`config.mk`:
```
export PLATFORM = sky130hd
export DESIGN_NAME = hopper_pulse_conditioner
export DESIGN_NICKNAME = d
export VERILOG_FILES = /design/src/rtl/hopper_pulse_conditioner_pkg.sv /design/src/rtl/hopper_pulse_conditioner_debounce_filter.sv /design/src/rtl/hopper_pulse_conditioner.sv
export SDC_FILE = /design/constraint.sdc
export NUM_CORES = 1
export LEC_CHECK = 0
export ABC_AREA = 0
export BUFFER_PORTS_ARGS = -buffer_cell sky130_fd_sc_hd__buf_2
export CORE_UTILIZATION = 51
export DETAILED_ROUTE_END_ITERATION = 16
export GPL_ROUTABILITY_DRIVEN = 0
export GPL_TIMING_DRIVEN = 0
export PLACE_DENSITY = 0.8
export SYNTH_ARGS = -nofsm -noshare
export SYNTH_HDL_FRONTEND = slang
export SYNTH_SLANG_ARGS = --single-unit
```
`constraint.sdc`:
```
create_clock -name clk_1khz -period 2 [get_ports clk_1khz]
set_input_delay 0.3 -clock clk_1khz [delete_from_list [all_inputs] [get_ports clk_1khz]]
set_output_delay 0.3 -clock clk_1khz [all_outputs]
set_load 0.05 [all_outputs]
```
`src/rtl/hopper_pulse_conditioner_pkg.sv`:
```
// Package: pill_defs
//   Definitions shared by the hopper pulse conditioner and the bottling
//   controller: watchdog FSM state encoding, BCD digit geometry and the
//   default debounce / watchdog timing constants.
package pill_defs;

  // Watchdog FSM states
  typedef enum logic [1:0] {
    IDLE    = 2'd0,
    WATCH   = 2'd1,
    STARVED = 2'd2
  } wd_state_t;

  localparam int         BCD_DIGIT_W   = 4;
  localparam int         BCD_DIGITS    = 3;
  localparam int         BCD_COUNT_W   = BCD_DIGITS * BCD_DIGIT_W;
  localparam logic [3:0] BCD_MAX_DIGIT = 4'd9;

  localparam int DEFAULT_DEBOUNCE_MS = 8;
  localparam int DEFAULT_TIMEOUT_MS  = 5000;

  // Increment one BCD digit; 9 rolls over to 0 (carry handled by the caller)
  function automatic logic [BCD_DIGIT_W-1:0] bcd_digit_inc(input logic [BCD_DIGIT_W-1:0] d);
    return (d >= BCD_MAX_DIGIT) ? '0 : d + 1'b1;
  endfunction

endpackage

```
`src/rtl/hopper_pulse_conditioner_debounce_filter.sv`:
```
// Module: debounce_filter
//   Two-flop synchronizer followed by a level debouncer for the hopper drop
//   sensor. A new level is accepted once the synchronized input has differed
//   from the current level for DEBOUNCE_MS consecutive clk_1khz samples.
// Ports:
//   clk_1khz      in   sole clock
//   rst           in   synchronous active-high reset
//   sensor_raw    in   asynchronous raw sensor
//   sensor_level  out  debounced level
//   glitch_abort  out  strobe: a partially-counted change was abandoned this cycle
module debounce_filter
  import pill_defs::*;
#(
  parameter int DEBOUNCE_MS = DEFAULT_DEBOUNCE_MS
) (
  input  logic clk_1khz,
  input  logic rst,
  input  logic sensor_raw,
  output logic sensor_level,
  output logic glitch_abort
);

  localparam int               CNT_W    = $clog2(DEBOUNCE_MS + 1);
  localparam logic [CNT_W-1:0] CNT_LAST = CNT_W'(DEBOUNCE_MS - 1);

  logic             sync1_reg;
  logic             sync2_reg;
  logic             level_reg;
  logic [CNT_W-1:0] cnt_reg;

  always_ff @(posedge clk_1khz) begin
    if (rst) begin
      sync1_reg <= 1'b0;
      sync2_reg <= 1'b0;
      level_reg <= 1'b0;
      cnt_reg   <= '0;
    end else begin
      sync1_reg <= sensor_raw;
      sync2_reg <= sync1_reg;
      if (sync2_reg != level_reg) begin
        // This sample completes the run: accept the level on the same edge
        // the count would reach DEBOUNCE_MS.
        if (cnt_reg == CNT_LAST) begin
          level_reg <= sync2_reg;
          cnt_reg   <= '0;
        end else begin
          cnt_reg <= cnt_reg + 1'b1;
        end
      end else begin
        cnt_reg <= '0;
      end
    end
  end

  // Input fell back to the accepted level while a change was being counted.
  assign glitch_abort = (sync2_reg == level_reg) && (cnt_reg != '0);
  assign sensor_level = level_reg;

endmodule

```
`src/rtl/hopper_pulse_conditioner.sv`:
```
// Module: hopper_pulse_conditioner
//   Turns the raw hopper drop sensor into one-cycle pill pulses, keeps a
//   3-digit BCD pill count for the current bottle and runs a no-pill watchdog.
// Parameters:
//   DEBOUNCE_MS  samples a new sensor level must hold before acceptance (>=1)
//   TIMEOUT_MS   cycles without a pill, while enabled, before starved (>=2)
// Ports:
//   clk_1khz        in   sole clock (1 kHz)
//   rst             in   synchronous active-high reset
//   enable          in   controller RUNNING; gates pulses and the watchdog
//   count_clr       in   zero the pill count (bottle change)
//   sensor_raw      in   asynchronous hopper drop sensor
//   sensor_level    out  debounced sensor level
//   pill_pulse      out  one-cycle strobe per accepted pill
//   pill_count_bcd  out  {hundreds,tens,units} BCD count 000..999
//   starved         out  watchdog expired
//   glitch_cnt      out  rejected-glitch counter
// Build option:
//   HOPPER_GLITCH_CNT_EN  when defined, glitch_cnt counts rejected glitches
//                         (saturating at 255); otherwise it is tied to zero.
module hopper_pulse_conditioner
  import pill_defs::*;
#(
  parameter int DEBOUNCE_MS = DEFAULT_DEBOUNCE_MS,
  parameter int TIMEOUT_MS  = DEFAULT_TIMEOUT_MS
) (
  input  logic                   clk_1khz,
  input  logic                   rst,
  input  logic                   enable,
  input  logic                   count_clr,
  input  logic                   sensor_raw,
  output logic                   sensor_level,
  output logic                   pill_pulse,
  output logic [BCD_COUNT_W-1:0] pill_count_bcd,
  output logic                   starved,
  output logic [7:0]             glitch_cnt
);

  localparam int              WD_W      = $clog2(TIMEOUT_MS + 1);
  localparam logic [WD_W-1:0] WD_RELOAD = WD_W'(TIMEOUT_MS);

  logic glitch_abort;

  debounce_filter #(
    .DEBOUNCE_MS (DEBOUNCE_MS)
  ) u_debounce (
    .clk_1khz     (clk_1khz),
    .rst          (rst),
    .sensor_raw   (sensor_raw),
    .sensor_level (sensor_level),
    .glitch_abort (glitch_abort)
  );

  // Rising-edge pulse on the debounced level, qualified by enable
  logic level_d_reg;
  logic pill_pulse_reg;

  always_ff @(posedge clk_1khz) begin
    if (rst) begin
      level_d_reg    <= 1'b0;
      pill_pulse_reg <= 1'b0;
    end else begin
      level_d_reg    <= sensor_level;
      pill_pulse_reg <= enable & sensor_level & ~level_d_reg;
    end
  end

  assign pill_pulse = pill_pulse_reg;

  // Watchdog FSM
  wd_state_t       state_reg;
  logic [WD_W-1:0] wd_reg;
  logic            starved_reg;

  always_ff @(posedge clk_1khz) begin
    if (rst || !enable) begin
      state_reg   <= IDLE;
      wd_reg      <= WD_RELOAD;
      starved_reg <= 1'b0;
    end else begin
      case (state_reg)
        IDLE: begin
          state_reg   <= WATCH;
          wd_reg      <= WD_RELOAD;
          starved_reg <= 1'b0;
        end
        WATCH: begin
          if (pill_pulse_reg) begin
            wd_reg <= WD_RELOAD;
          end else if (wd_reg == '0) begin
            state_reg   <= STARVED;
            starved_reg <= 1'b1;
          end else begin
            wd_reg <= wd_reg - 1'b1;
          end
        end
        STARVED: begin
          if (pill_pulse_reg) begin
            state_reg   <= WATCH;
            wd_reg      <= WD_RELOAD;
            starved_reg <= 1'b0;
          end
        end
        default: begin
          state_reg   <= IDLE;
          wd_reg      <= WD_RELOAD;
          starved_reg <= 1'b0;
        end
      endcase
    end
  end

  assign starved = starved_reg;

  // BCD pill counter: ripple carry across digits, 999 wraps to 000
  logic [BCD_COUNT_W-1:0] count_reg;
  logic [BCD_COUNT_W-1:0] count_inc;
  logic [BCD_DIGITS-1:0]  carry;

  assign carry[0] = 1'b1;

  generate
    for (genvar gi = 0; gi < BCD_DIGITS; gi++) begin : g_digit
      logic [BCD_DIGIT_W-1:0] digit;
      assign digit = count_reg[gi*BCD_DIGIT_W +: BCD_DIGIT_W];
      assign count_inc[gi*BCD_DIGIT_W +: BCD_DIGIT_W] = carry[gi] ? bcd_digit_inc(digit) : digit;
      if (gi < BCD_DIGITS - 1) begin : g_carry
        assign carry[gi+1] = carry[gi] & (digit == BCD_MAX_DIGIT);
      end
    end
  endgenerate

  always_ff @(posedge clk_1khz) begin
    if (rst) begin
      count_reg <= '0;
    end else if (count_clr) begin
      // A pill arriving with the clear belongs to the new bottle
      count_reg <= pill_pulse_reg ? BCD_COUNT_W'(1) : '0;
    end else if (pill_pulse_reg) begin
      count_reg <= count_inc;
    end
  end

  assign pill_count_bcd = count_reg;

`ifdef HOPPER_GLITCH_CNT_EN
  logic [7:0] glitch_cnt_reg;

  always_ff @(posedge clk_1khz) begin
    if (rst) begin
      glitch_cnt_reg <= 8'd0;
    end else if (glitch_abort && (glitch_cnt_reg != 8'hFF)) begin
      glitch_cnt_reg <= glitch_cnt_reg + 8'd1;
    end
  end

  assign glitch_cnt = glitch_cnt_reg;
`else
  logic unused_glitch_abort;
  assign unused_glitch_abort = glitch_abort;
  assign glitch_cnt          = 8'd0;
`endif

endmodule

```
[Word-level counts from Yosys, hierarchy flattened]
Index checks and enable logic that the tools add are counted.
Storage, ports and cells
  register bits: 37
  input port bits: 5
  output and inout port bits: 23
  logic and storage cells: 68
Cells by class
  add/sub/neg operators: 5
  order comparisons: 3
  equality and inequality tests: 10
  multiplexer cells: 20
  bitwise logic cells: 5
  reduce and logical (&&, ||, !) cells: 13
Operators by type and width (number)
  2-to-1 mux 13 bit: 3
  case mux 13 bit (2 select lines): 1
  2-to-1 mux 12 bit: 2
  2-to-1 mux 4 bit: 5
  adder 4 x 1 -> 4 bit (second input constant): 4
  zero test 13 bit: 1
  subtractor 13 x 1 -> 13 bit (second input constant): 1
  greater-or-equal comparator 4 bit (second input constant): 3
  equality test 4 bit (second input constant): 2
  AND reduction 2 bit: 4
  2-to-1 mux 2 bit: 3
  inequality test 2 bit (second input constant): 3
  case mux 2 bit (3 select lines): 1
  nonzero test 2 bit: 3
  equality test 4 x 3 -> 1 bit (second input constant): 1
  2-to-1 mux 1 bit: 4
  AND 1 bit: 3
  inequality test 3 bit (second input constant): 1
  AND reduction 3 bit: 1
  OR reduction 3 bit: 1
  equality test 2 x 1 -> 1 bit (second input constant): 1
  equality test 2 bit (second input constant): 1
  zero test 2 bit: 1
  inverter 1 bit: 2
  4 further kinds: 4

[Logic depth before layout (Yosys ltp)]
  depth in word-level cells: 5
  mapped depth: 8
  depth with buffers taken out: 7

[By module]
From an unflattened synthesis, not the netlist that was laid out.
Unflattened totals
  cells, all modules: 231
  area total of the unflattened synthesis: 2016.9 µm²
By module, submodules not included
  hopper_pulse_conditioner: times used 1, cells an instance 203, area an instance 1737.9 µm², sequential area each 580.6 µm²
  debounce_filter: times used 1, cells an instance 28, area an instance 279.0 µm², sequential area each 140.1 µm²

[Worst setup path before layout]
No wires, ideal clock.
  path type: reg-to-reg
  start point: reg count_reg[9] (netlist: pill_count_bcd[9])
  end point: reg count_reg[11] (netlist: pill_count_bcd[11])
  setup time: 0.070 ns
  arrival time: 2.492 ns
  data required time: 1.930 ns
  path slack: -0.562 ns
  cell stages (with the launch flop): 8
  buffers on the path: 0
  clock period less this slack: 2.562 ns
  cells stage by stage: dfxtp_1 > inv_1 > ha_1 > or3b_2 > a2111oi_0 > a21o_1 > nand2_1 > a21oi_1
On the way
  word-level cells in the longest chain between the ends: 5
  elaborated cells on any way between the ends: 6
  those cells by class: add/sub: 1; order compare: 1; mux: 4
RTL lines
  start, declared: RTL line hopper_pulse_conditioner.sv:116  | logic [BCD_COUNT_W-1:0] count_reg;
  start signal, assigned: RTL line hopper_pulse_conditioner.sv:138  | count_reg <= pill_pulse_reg ? BCD_COUNT_W'(1) : '0;
  start signal, assigned: RTL line hopper_pulse_conditioner.sv:140  | count_reg <= count_inc;
  adder 4 x 1 -> 4 bit or greater-or-equal comparator 4 bit (tied branches): RTL line hopper_pulse_conditioner_pkg.sv:24  | return (d >= BCD_MAX_DIGIT) ? '0 : d + 1'b1;
  2-to-1 mux 4 bit *: RTL line hopper_pulse_conditioner_pkg.sv:24
  2-to-1 mux 4 bit *: RTL line hopper_pulse_conditioner.sv:126  | assign count_inc[gi*BCD_DIGIT_W +: BCD_DIGIT_W] = carry[gi] ? bcd_digit_inc(digit) : digit;
  2-to-1 mux 12 bit *: RTL line hopper_pulse_conditioner.sv:139  | end else if (pill_pulse_reg) begin
  2-to-1 mux 12 bit *: RTL line hopper_pulse_conditioner.sv:136  | end else if (count_clr) begin
Every way passes the cells marked *; elsewhere a longest branch is shown, timed or not. The select of a mux whose other input is x is not followed.
A chain may end at the register's enable or synchronous reset.

[Final worst setup path]
  start point: reg wd_reg[8]
  end point: reg wd_reg[3]
On the way
  word-level cells in the longest chain between the ends: 3
RTL lines
  start, declared: RTL line hopper_pulse_conditioner.sv:72  | logic [WD_W-1:0] wd_reg;
  start signal, assigned: RTL line hopper_pulse_conditioner.sv:94  | wd_reg <= wd_reg - 1'b1;
  zero test 13 bit: RTL line hopper_pulse_conditioner.sv:90  | end else if (wd_reg == '0) begin
  inequality test 3 bit (no line)
  AND reduction 2 bit (no line)
Every way passes these cells.

==> flow_summary.json <==
{
  "outcome": "finished, violations left",
  "violations": "setup timing",
  "synth_area_leaders": "dfxtp_1, ha_1, a21oi_1",
  "yosysUniqueCellTypes": 49,
  "drive_above_1_share": 0.278,
  "port_buffers": 19,
  "rsz0062_at_grt": "true",
  "drv_slew": 0,
  "synth_edf_count": 0,
  "path_cells": "or4_4 > buf_6 > or4_4 > and3_4 > nor4_2 > o21ai_1",
  "period_share": 1.04,
  "hold_class": "in -> reg",
  "die_x_um": 63.1,
  "detail-route-antenna-nets": 0,
  "rrSetupSlack_ns": -0.09,
  "diodes": 0,
  "drc": 0,
  "antenna_found_initial": 0,
  "critical_path_buf_inv_count": 1,
  "min_period_ns": 2.09,
  "cpMostUsedCell": "or4_4",
  "cts_tree": "yes",
  "crit_path_start_kind": "flip-flop",
  "clock_latency_ns": 0.30,
  "clock-root-buffer": "clkbuf_8",
  "rows": 21,
  "power.density_mw_per_mm2": 578,
  "dp_hpwl_mm": 2.73,
  "cp_max_fo": 5,
  "initial_core_util": 0.553,
  "synth_warnings": 0,
  "p_leak_uw": 0.000932,
  "grt_pass1_wl_mm": 6.38,
  "dr.pass1.iters": 4,
  "min_to": "u_debounce.sync1_reg$_SDFF_PP0_",
  "grt_pass1_vias": 1485,
  "cp-end-kind": "flip-flop",
  "r2r_end": "wd_reg[3]$_SDFFE_PP1P_",
  "cpMaxStageDelayCell": "or4_4",
  "vias": 1749,
  "ir_worst_vdd_uv": 473,
  "fin_ws_ns": -0.0857,
  "grt_max_degree": 14,
  "crit_path_start": "wd_reg[8]$_SDFFE_PP1P_",
  "cts.htree.levels": 2,
  "largest_reg_flops": 13,
  "worstHoldStart": "sensor_raw",
  "routed_wl_mm": 4.17,
  "syn_to_final_growth_pct": 26.0,
  "yosys.area.top_type_share": 0.379,
  "clock_path_buffers": 2,
  "cp_data_required_time_ns": 2.17,
  "finalPower_uw": 1390,
  "critical_path.max_stage_delay_ns": 0.55,
  "nFillCells": 261,
  "grt_usage": 0.206,
  "core_area_mm2": 0.00344,
  "hold_ws_ns": 0.204,
  "setup_tns_ns": -0.379,
  "drt-vias-per-instance": 5.48,
  "synth-seq-cells": 36,
  "ys.flop_type": "dfxtp_1",
  "num-nets-final": 289,
  "regArea_um2": 733,
  "max_freq_ghz": 0.479,
  "synthArstFlopShare": 0,
  "crit_arrival_ns": 2.25,
  "cp_top_family": "simple AND/OR/NAND/NOR gates",
  "timing.rr.start": "wd_reg[8]$_SDFFE_PP1P_",
  "ff2ff_path_depth": 6,
  "hold_buffers": 0,
  "syn-cell-area_mm2": 0.00190,
  "wl_per_cell_um": 13.1,
  "yosys.area.top_type": "dfxtp_1",
  "crit_type": "reg -> reg",
  "skew_ns": 0.00594,
  "cts_buffers": 5,
  "multi_input_area_mm2": 0.00119,
  "cap_violations": 0,
  "min_path_cells": 2,
  "tightest_slew_ns": 0.692,
  "syn_avg_cell_area_um2": 8.35,
  "hold_viol_final": 0,
  "cts_sinks": 36,
  "io_pins": 28,
  "die_h_um": 63.1,
  "overflow": 0,
  "drtIter0Drc": 119,
  "dieArea_mm2": 0.00398,
  "cts.clk_slew.worst_paths_ns": 0.08,
  "setup_viol": 5,
  "yosysSeqAreaShare": 0.379,
  "synth_cells": 228,
  "slew_headroom": 0.537
}
-- metrics by stage --
| stage | setup WS (ns) | instances | cell area, µm² | utilization |
|---|---|---|---|---|
| final | -0.0857 | 319 | 2400 | 0.696 |
| after global routing | -0.134 | 319 | 2400 | 0.696 |
| after global placement | -0.106 | 300 | 2120 | 0.616 |
| after detailed placement | -0.154 | 300 | 2120 | 0.616 |
| after floorplan | -0.0119 | 235 | 1970 | - |
| after CTS | -0.0640 | 311 | 2280 | 0.661 |
-- worst reg2reg max path: stages, from the launching register on --
cell	delay [ns]
dfxtp_4	0.36
or4_4	0.51
buf_6	0.13
or4_4	0.55
and3_4	0.19
nor4_2	0.14
o21ai_1	0.08
-- placed cells by master (no fill, tap or decap), drive strengths merged, types with 10 or more instances in the layout --
cell type / synthesis / routed
nor2: 21 / 21
nand2: 17 / 17
clkbuf: 7 / 11
ha: 12 / 12
a21oi: 20 / 20
buf: 9 / 40
o21ai: 11 / 11
dfxtp: 36 / 36
inv: 11 / 11
nand3: 10 / 10
-- worst max path at each step --
stage	endpoint	slack, ns	cells after the start
finish	wd_reg[3]$_SDFFE_PP1P_	-0.09	6
global route	wd_reg[11]$_SDFFE_PP0P_	-0.13	7
CTS	wd_reg[3]$_SDFFE_PP1P_	-0.06	7
detailed placement	wd_reg[1]$_SDFFE_PP0P_	-0.15	6
global placement	wd_reg[1]$_SDFFE_PP0P_	-0.11	6
floorplan	pill_count_bcd[11]$_SDFFE_PP0P_	-0.01	7
-- Yosys cell counts, drive strengths merged, types with 2 or more instances --
library cell,number
a21oi,20
a22oi,2
a311oi,2
a41oi,2
and3,2
buf,9
clkbuf,7
dfxtp,36
ha,12
inv,11
mux2i,2
nand2,17
nand2b,5
nand3,10
nand3b,4
nand4b,3
nor2,21
nor2b,5
nor3,7
nor3b,3
nor4,4
o21ai,11
o22ai,3
o31ai,2
or2,2
or3,3
or4,2
xnor2,3
-- power by group --
part / total, µW / leakage, µW / switching, µW / internal, µW
Sequential: 727 / 0.000294 / 6.66 / 721
Combinational: 117 / 0.000598 / 77.3 / 39.6
Clock: 542 / 0.0000404 / 295 / 247
-- area by class of cell --
| cell class | count | share of cell area |
|---|---|---|
| sequential | 36 | 0.306 |
| clock inverter | 3 | 0.00992 |
| inverter | 11 | 0.0172 |
| timing repair buffer | 31 | 0.0788 |
| tap | 46 | 0.0240 |
| clock buffer | 5 | 0.0287 |
| multi-input combinational | 172 | 0.496 |
| buffer | 15 | 0.0391 |
-- routing by layer --
metal	GRT usage	share of wire	vias to the layer above
met2	0.320	0.46	57
met3	0.0525	0.071	6
li1	-	-	890
met1	0.259	0.46	796
met4	0.113	0.016	0
met5	0	0	-
-- cell families after synthesis --
logic type	Yosys count	share of synthesized area
muxes	2	0.0105
buffers and inverters	27	0.0697
and+or+nand+nor	93	0.262
xor gates and xnor gates	4	0.0184
other	1	0.00197
AOI/OAI and AO/OA	53	0.179
adders and majority gates	12	0.0789
DFF	36	0.379
-- timing repair --
action                                  4_1_cts  5_1_grt
gates resized for setup                       9       12
gates cloned                                  0        0
pin swaps                                     3        8
setup buffers                                 3        9
endpoints found under the setup margin       10       11
No activity file was read; power rests on OpenSTA's default activity.
